==> src/rtl/multicycle_ctrl.sv <==
// multicycle_ctrl: FSM control unit for the multicycle ARM-subset core
// Ports:
//   clk, reset (sync, active-low)
//   cond/op/funct/rd : instruction fields from the IR
//   alu_flags        : NZCV produced by the ALU this cycle
//   pc_write, ir_write, mem_write, reg_write : architectural write enables
//   adr_src, result_src, alu_src_a, alu_src_b, alu_control, imm_src, reg_src : datapath selects
//   state            : current FSM state (debug)
//   flags            : architectural NZCV register
module multicycle_ctrl (
    input  logic       clk,
    input  logic       reset,
    input  logic [3:0] cond,
    input  logic [1:0] op,
    input  logic [5:0] funct,
    input  logic [3:0] rd,
    input  logic [3:0] alu_flags,
    output logic       pc_write,
    output logic       adr_src,
    output logic       ir_write,
    output logic       mem_write,
    output logic       reg_write,
    output logic [1:0] result_src,
    output logic       alu_src_a,
    output logic [1:0] alu_src_b,
    output logic [1:0] alu_control,
    output logic [1:0] imm_src,
    output logic [1:0] reg_src,
    output logic [3:0] state,
    output logic [3:0] flags
);
    typedef enum logic [3:0] {
        FETCH = 4'd0, DECODE = 4'd1, MEMADR = 4'd2, MEMRD = 4'd3, MEMWB = 4'd4,
        MEMWR = 4'd5, EXECR = 4'd6, EXECI = 4'd7, ALUWB = 4'd8, BRANCH = 4'd9
    } state_t;
    state_t     r_state, w_st, w_next;
    logic [3:0] r_flags;
    logic       r_cond_ex, w_cond_ex, w_c;
    logic [1:0] w_alu;
    logic       w_wr, w_valid, w_arith, w_pc, w_ir, w_mw, w_rw;
    logic [3:0] w_cmd;
    assign w_cmd   = funct[4:1];
    assign w_st    = reset ? r_state : FETCH;
    assign state   = w_st;
    assign flags   = r_flags;
    assign imm_src = op;
    assign reg_src = {op == 2'b01, op == 2'b10};
    always_comb begin
        case (cond[3:1])
            3'b000:  w_c = r_flags[2];
            3'b001:  w_c = r_flags[1];
            3'b010:  w_c = r_flags[3];
            3'b011:  w_c = r_flags[0];
            3'b100:  w_c = r_flags[1] & ~r_flags[2];
            3'b101:  w_c = r_flags[3] == r_flags[0];
            3'b110:  w_c = ~r_flags[2] & (r_flags[3] == r_flags[0]);
            default: w_c = 1'b1;
        endcase
        // odd codes invert their even partner; 1111 is "never"
        w_cond_ex = (cond[3:1] == 3'b111) ? ~cond[0] : w_c ^ cond[0];
    end
    always_comb begin
        w_alu   = 2'b00;
        w_wr    = 1'b1;
        w_valid = 1'b1;
        w_arith = 1'b1;
        case (w_cmd)
            4'b0100: w_alu = 2'b00;
            4'b0010: w_alu = 2'b01;
            4'b0000: begin w_alu = 2'b10; w_arith = 1'b0; end
            4'b1100: begin w_alu = 2'b11; w_arith = 1'b0; end
            4'b1010: begin w_alu = 2'b01; w_wr = 1'b0; end
            default: begin w_wr = 1'b0; w_valid = 1'b0; w_arith = 1'b0; end
        endcase
    end
    always_comb begin
        w_next = FETCH;
        case (r_state)
            FETCH:   w_next = DECODE;
            DECODE:  w_next = (op == 2'b00) ? (funct[5] ? EXECI : EXECR) :
                              (op == 2'b01) ? MEMADR :
                              (op == 2'b10) ? BRANCH : FETCH;
            MEMADR:  w_next = funct[0] ? MEMRD : MEMWR;
            MEMRD:   w_next = MEMWB;
            EXECR:   w_next = ALUWB;
            EXECI:   w_next = ALUWB;
            default: w_next = FETCH;
        endcase
    end
    always_ff @(posedge clk) begin
        if (!reset) begin
            r_state   <= FETCH;
            r_flags   <= 4'b0000;
            r_cond_ex <= 1'b0;
        end else begin
            r_state   <= w_next;
            // ALUWB gates with the condition as seen in EXECR, before its own flag write
            r_cond_ex <= w_cond_ex;
            if ((r_state == EXECR || r_state == EXECI) && w_cond_ex && w_valid &&
                (funct[0] || w_cmd == 4'b1010)) begin
                r_flags[3:2] <= alu_flags[3:2];
                if (w_arith)
                    r_flags[1:0] <= alu_flags[1:0];
            end
        end
    end
    always_comb begin
        w_pc        = 1'b0;
        w_ir        = 1'b0;
        w_mw        = 1'b0;
        w_rw        = 1'b0;
        adr_src     = 1'b0;
        result_src  = 2'b00;
        alu_src_a   = 1'b0;
        alu_src_b   = 2'b00;
        alu_control = 2'b00;
        case (w_st)
            FETCH: begin
                w_ir       = 1'b1;
                w_pc       = 1'b1;
                alu_src_a  = 1'b1;
                alu_src_b  = 2'b10;
                result_src = 2'b10;
            end
            DECODE: begin
                alu_src_a  = 1'b1;
                alu_src_b  = 2'b10;
                result_src = 2'b10;
            end
            MEMADR: alu_src_b = 2'b01;
            MEMRD:  adr_src = 1'b1;
            MEMWR: begin
                adr_src = 1'b1;
                w_mw    = w_cond_ex;
            end
            MEMWB: begin
                result_src = 2'b01;
                w_rw       = w_cond_ex;
                w_pc       = w_cond_ex & (rd == 4'd15);
            end
            EXECR:  alu_control = w_alu;
            EXECI: begin
                alu_src_b   = 2'b01;
                alu_control = w_alu;
            end
            ALUWB: begin
                w_rw = r_cond_ex & w_wr;
                w_pc = r_cond_ex & w_wr & (rd == 4'd15);
            end
            BRANCH: begin
                alu_src_b  = 2'b01;
                result_src = 2'b10;
                w_pc       = w_cond_ex;
            end
            default: ;
        endcase
    end
    assign pc_write  = reset & w_pc;
    assign ir_write  = reset & w_ir;
    assign mem_write = reset & w_mw;
    assign reg_write = reset & w_rw;
endmodule

==> config.mk <==
export PLATFORM = sky130hd
export DESIGN_NAME = multicycle_ctrl
export DESIGN_NICKNAME = d
export VERILOG_FILES = /design/src/rtl/multicycle_ctrl.sv
export SDC_FILE = /design/constraint.sdc
export NUM_CORES = 1
export LEC_CHECK = 0
export CAP_MARGIN = 20
export CORE_ASPECT_RATIO = 1.5
export CORE_UTILIZATION = 35
export CTS_CLUSTER_SIZE = 14
export DETAILED_ROUTE_END_ITERATION = 8
export PLACE_DENSITY_LB_ADDON = 0.2
export SKIP_LAST_GASP = 1
export SLEW_MARGIN = 20
export SYNTH_ARGS = -nofsm -noshare
export SYNTH_HDL_FRONTEND = slang
export SYNTH_SLANG_ARGS = --single-unit
export TNS_END_PERCENT = 10
==> constraint.sdc <==
create_clock -name clk -period 2 [get_ports clk]
set_clock_uncertainty 0.15 [all_clocks]
set_input_delay 0.4 -clock clk [delete_from_list [all_inputs] [get_ports clk]]
set_output_delay 0.4 -clock clk [all_outputs]
set_load 0.005 [all_outputs]
* Yosys cells after proc, flatten, opt, wreduce, memory -nomap -nowiden
Index checks and enable logic that the tools add are counted.
** Storage, ports and cells
- Register bits :: 9
- Input port bits :: 22
** Operators by class
- Equal/unequal tests :: 29
- Multiplexer cells :: 22
- Bitwise logic cells :: 12
- Reduce and logical (&&, ||, !) cells :: 21
** Operators by type and width (count)
- $eq 4x3->1 const B :: 7
- $eq 4x2->1 const B :: 5
- $eq 4x4->1 const B :: 5
- $pmux 4 s5 :: 1
- $mux 4 :: 4
- $eq 3x3->1 const B :: 4
- $logic_not 4->1 :: 3
- $reduce_or 2->1 :: 5
- $and 1x1->1 :: 9
- $mux 1 :: 9
- $reduce_or 3->1 :: 3
- $eq 4x1->1 const B :: 2
- $pmux 2 s2 :: 2
- $pmux 1 s7 :: 1
- $eq 3x2->1 const B :: 2
- $pmux 2 s3 :: 1
- $reduce_or 5->1 :: 1
- $pmux 1 s4 :: 1
- $reduce_or 4->1 :: 1
- $eq 3x1->1 const B :: 1
- $logic_and 1x1->1 :: 3
- $logic_not 3->1 :: 1
- $mux 3 :: 1
- $eq 2x1->1 const B :: 1
- 9 further kinds :: 11

* Depth between registers and ports, before layout
- Depth after elaboration :: 9
- Depth in mapped cells :: 7

* Worst setup path after synthesis
OpenSTA, ideal clock, no wires.
- Path kind :: reg-to-output
- Start point :: register r_flags[2] (netlist: flags[2])
- End point :: output port pc_write
- Arrival :: 1.643 ns
- Setup slack :: -0.193 ns
- Stages on the path, launching flop included :: 8
- Path buffers :: 1
- Cell sequence :: dfxtp_1 > inv_1 > or3_1 > a21oi_1 > or4_1 > buf_2 > nand2_1 > o41ai_2
** On the way
- Cells in the longest elaborated chain, start to end :: 8
- Elaborated cells between the ends (all ways) :: 9
- Classes of those cells :: mux: 3; bitwise: 6
** RTL lines
- start, declared :: line 37 : logic [3:0] r_flags;
- start signal, assigned :: line 101 : r_flags[3:2] <= alu_flags[3:2];
- $not 1->1 :: line 54, 56
- $and 1x1->1, on equally long branches :: line 56, 54
- $pmux 1 s7 (*) :: line 49 : case (cond[3:1])
- $xor 1x1->1 (*) :: line 60 : w_cond_ex = (cond[3:1] == 3'b111) ? ~cond[0] : w_c ^ cond[0];
- $mux 1 (*) :: line 60
- $and 1x1->1 :: line 139 : w_pc = w_cond_ex & (rd == 4'd15);
- $pmux 1 s4 (*) :: line 117 : case (w_st)
- $and 1x1->1 (*) :: line 158 : assign pc_write = reset & w_pc;
- end, declared :: line 18 : output logic pc_write,
Mark *: on every way between the ends. The rest lies on a longest branch, timed or not.

* Worst setup path in the final report
- Start point :: register r_flags[0] (netlist: flags[0])
- End point :: output port reg_write
** On the way
- Cells in the longest elaborated chain, start to end :: 7
** RTL lines
- start signal, assigned :: line 103 : r_flags[1:0] <= alu_flags[1:0];
- $eq 1x1->1 :: line 55, 56
- $and 1x1->1 :: line 56 : 3'b110: w_c = ~r_flags[2] & (r_flags[3] == r_flags[0]);
- $pmux 1 s7 (*) :: line 49
- $xor 1x1->1 (*) :: line 60
- $mux 1 (*) :: line 60
- $pmux 1 s2 (*) :: line 117
- $and 1x1->1 (*) :: line 161 : assign reg_write = reset & w_rw;
- end, declared :: line 22 : output logic reg_write,
Marked as above.

==> results.tsv <==
metric	value	unit
status	finished with violations	
violations	setup timing	
dp_hpwl	2375	um
async_flop_share	0	%
synth.distinct_cells	39	
rsz0062_at_grt	yes	
drt_iter0_drc	45	
r2r_start	flags[0]	
drv_cap	0	
h-tree-depth	1	
yosys_most_used_dff	dfxtp_1	
diodes	0	
cts-root-buf	clkbuf_4	
start_util	37.49	%
placementRows	21	
endpoint_kind	primary output	
vias	1222	
synth-edff-count	0	
grt-ovfl-total	0	
die_h	62.61	um
slew_violations	0	
finalSetupViolations	18	
clockBufferDepth	2	
io_buffers	45	
die-width	42.41	um
startpoint	flags[0]	
design.die.area	2655	sq um
peakVddDrop	0.3202	mV
nFillCells	191	
syn_avg_cell_area	6.912	sq um
combPwrFrac	43.8	%
area_delta_synth_final	93.58	%
relSlewSlack	80.85	%
grt_util_all_layers	24.93	%
final_antenna_net_count	0	
final_cell_mix	buf_4, clkdlybuf4s50_1, nor2_1	
antenna_found_initial	0	
worstSkewPairLatency	0.26	ns
synth_seq_cells	9	
grt_pass1_wl	5133	um
worst-path-stages	7	
p_leak	0.7074	nW
crit_type	reg2out	
postCtsHoldBufs	0	
grt_start_max_net_pins	14	
drive_gt1_share	33.66	%
cp_cell_sequence	and3_1 > a31o_2 > or4_4 > nand4_1 > buf_4 > a21oi_2 > buf_2	
r2r_setup_slack	0.02	ns
finalHoldViolations	0	
ys_warn_count	0	
power.density	357.8	nW/um^2
setup_tns	-6.007	ns
slowest_delay	0.56	ns
p_sw_share	30.71	%
drc	0	
max_freq	0.3898	GHz
period_share	128.3	%
globalplace.congestion	0.8930	
via_per_inst	5.360	
cts_tree	done	
syn_inst	124	
critPathBufInv	2	
total_power	593.6	uW
crit_family	simple AND/OR/NAND/NOR gates	
period_minus_slack	2.565	ns
ys_seq_area_share	21.02	%
syn_area	857.1	sq um
hold_path_class	reg2reg	
seqPwrFrac	31.7	%
fp.coreArea	2286	sq um
final_common_cell	buf_4	
drt-pass1-iter-count	4	
finalNetCount	228	
crit_path_top_delay_cell	or4_4	
p_clk_share	24.5	%
cts_sinks	9	
cp.arrival	2.02	ns
wl	3164	um
crit_end	reg_write	
cp_max_fo	4	
worstRegToRegCells	9	
intPower	411.3	uW
worst_slack	-0.5654	ns
synth.net_count	146	
start_kind	flop	
r2r-end	flags[3]	
power_switching	182.3	uW
routedWlPerCell	13.88	um
dp_slack	-1.168	ns
numCtsBuffers	3	
ios	46	
grt_pass1_vias	1211	
clkTransAtPathRegs	0.06	ns
worstPathRequired	1.45	ns
worstMarginPinSlew	0.2872	ns
-- synthesized netlist by cell type, drive strengths merged (3+ instances only) --
library cell | n | area (sq um)
or3 | 3 | 18.77
nand4 | 4 | 25.02
nor3b | 3 | 22.52
nor3 | 8 | 40.04
inv | 7 | 26.27
a21oi | 11 | 55.05
and2 | 3 | 18.77
nand2b | 5 | 31.28
o31ai | 4 | 35.03
nand3 | 3 | 15.01
nor2 | 9 | 33.78
clkbuf | 6 | 22.52
o21ai | 4 | 20.02
nand2 | 10 | 37.54
dfxtp | 9 | 180.2
buf | 3 | 20.01
nor2b | 8 | 50.05
a31o | 3 | 26.28
-- power by group through the flow --
stage / combinational, mW / sequential [mW] / clock, mW
after floorplan: 0.0958 / 0.193 / 0
after CTS: 0.252 / 0.190 / 0.151
after detailed placement: 0.243 / 0.194 / 0
after global placement: 0.238 / 0.193 / 0
after global routing: 0.280 / 0.189 / 0.160
final: 0.260 / 0.188 / 0.146
-- worst min-delay path, stage by stage, from the launching register on --
cell     delay [ns]
dfxtp_1        0.38
buf_4          0.16
nor3_1         0.05
-- metrics by stage --
step | instances | hold WS, ns | util [%] | cell area (sq um)
2_1_floorplan | 124 | 0.3154 | - | 865.8
3_3_place_gp | 215 | 0.4375 | 67.49 | 1543
3_5_place_dp | 215 | 0.4581 | 67.49 | 1543
4_1_cts | 226 | 0.4716 | 70.94 | 1622
5_1_grt | 228 | 0.5137 | 72.58 | 1659
6_report | 228 | 0.4768 | 72.58 | 1659
-- sequential cells by signal, summed over array words and instances (netlist names) --
name,count
r_state,4
r_cond_ex,1
flags,4
-- worst min-delay path by stage --
| stage | slack (ns) | end | cells past startpoint | startpoint |
|---|---|---|---|---|
| floorplan | 0.32 | flags[2] | 2 | flags[2] |
| global placement | 0.44 | flags[2] | 3 | flags[2] |
| detailed placement | 0.46 | r_state[0] | 2 | r_state[0] |
| CTS | 0.47 | flags[2] | 3 | flags[2] |
| global route | 0.51 | flags[2] | 3 | flags[2] |
| finish | 0.48 | r_state[3] | 2 | r_state[3] |
-- logic make-up after synthesis --
family                    share of synthesized area, %
and+or+nand+nor                                  39.27
DFF                                              21.02
xor gates and xnor gates                         2.044
muxes                                            4.963
buffers and inverters                            8.027
AOI/OAI and AO/OA                                24.67
-- cell type report --
class / count / area (sq um) / share of cell area (%)
clock buffers: 4 / 26.28 / 1.584
multi-input cells: 99 / 660.6 / 39.82
inverters: 7 / 26.28 / 1.584
well taps: 23 / 28.78 / 1.735
repair buffers: 86 / 732.0 / 44.12
flip-flops and latches: 9 / 185.2 / 11.16
-- timing repair --
| action | in CTS | in global routing |
|---|---|---|
| pin swaps | 7 | 5 |
| endpoints found under the setup margin | 25 | 23 |
| resized for setup | 34 | 8 |
| endpoints found under the hold margin | 0 | 0 |
| buffers inserted | 7 | 2 |
-- routing by layer --
metal | track usage (%) | up-vias | wire length, um
li1 | - | 612 | -
met1 | 24.03 | 575 | 1197
met2 | 49.04 | 31 | 1850
met3 | 2.601 | 4 | 81
met4 | 12.50 | 0 | 34
met5 | 0 | - | 0
(Power assumes the default switching activity.)
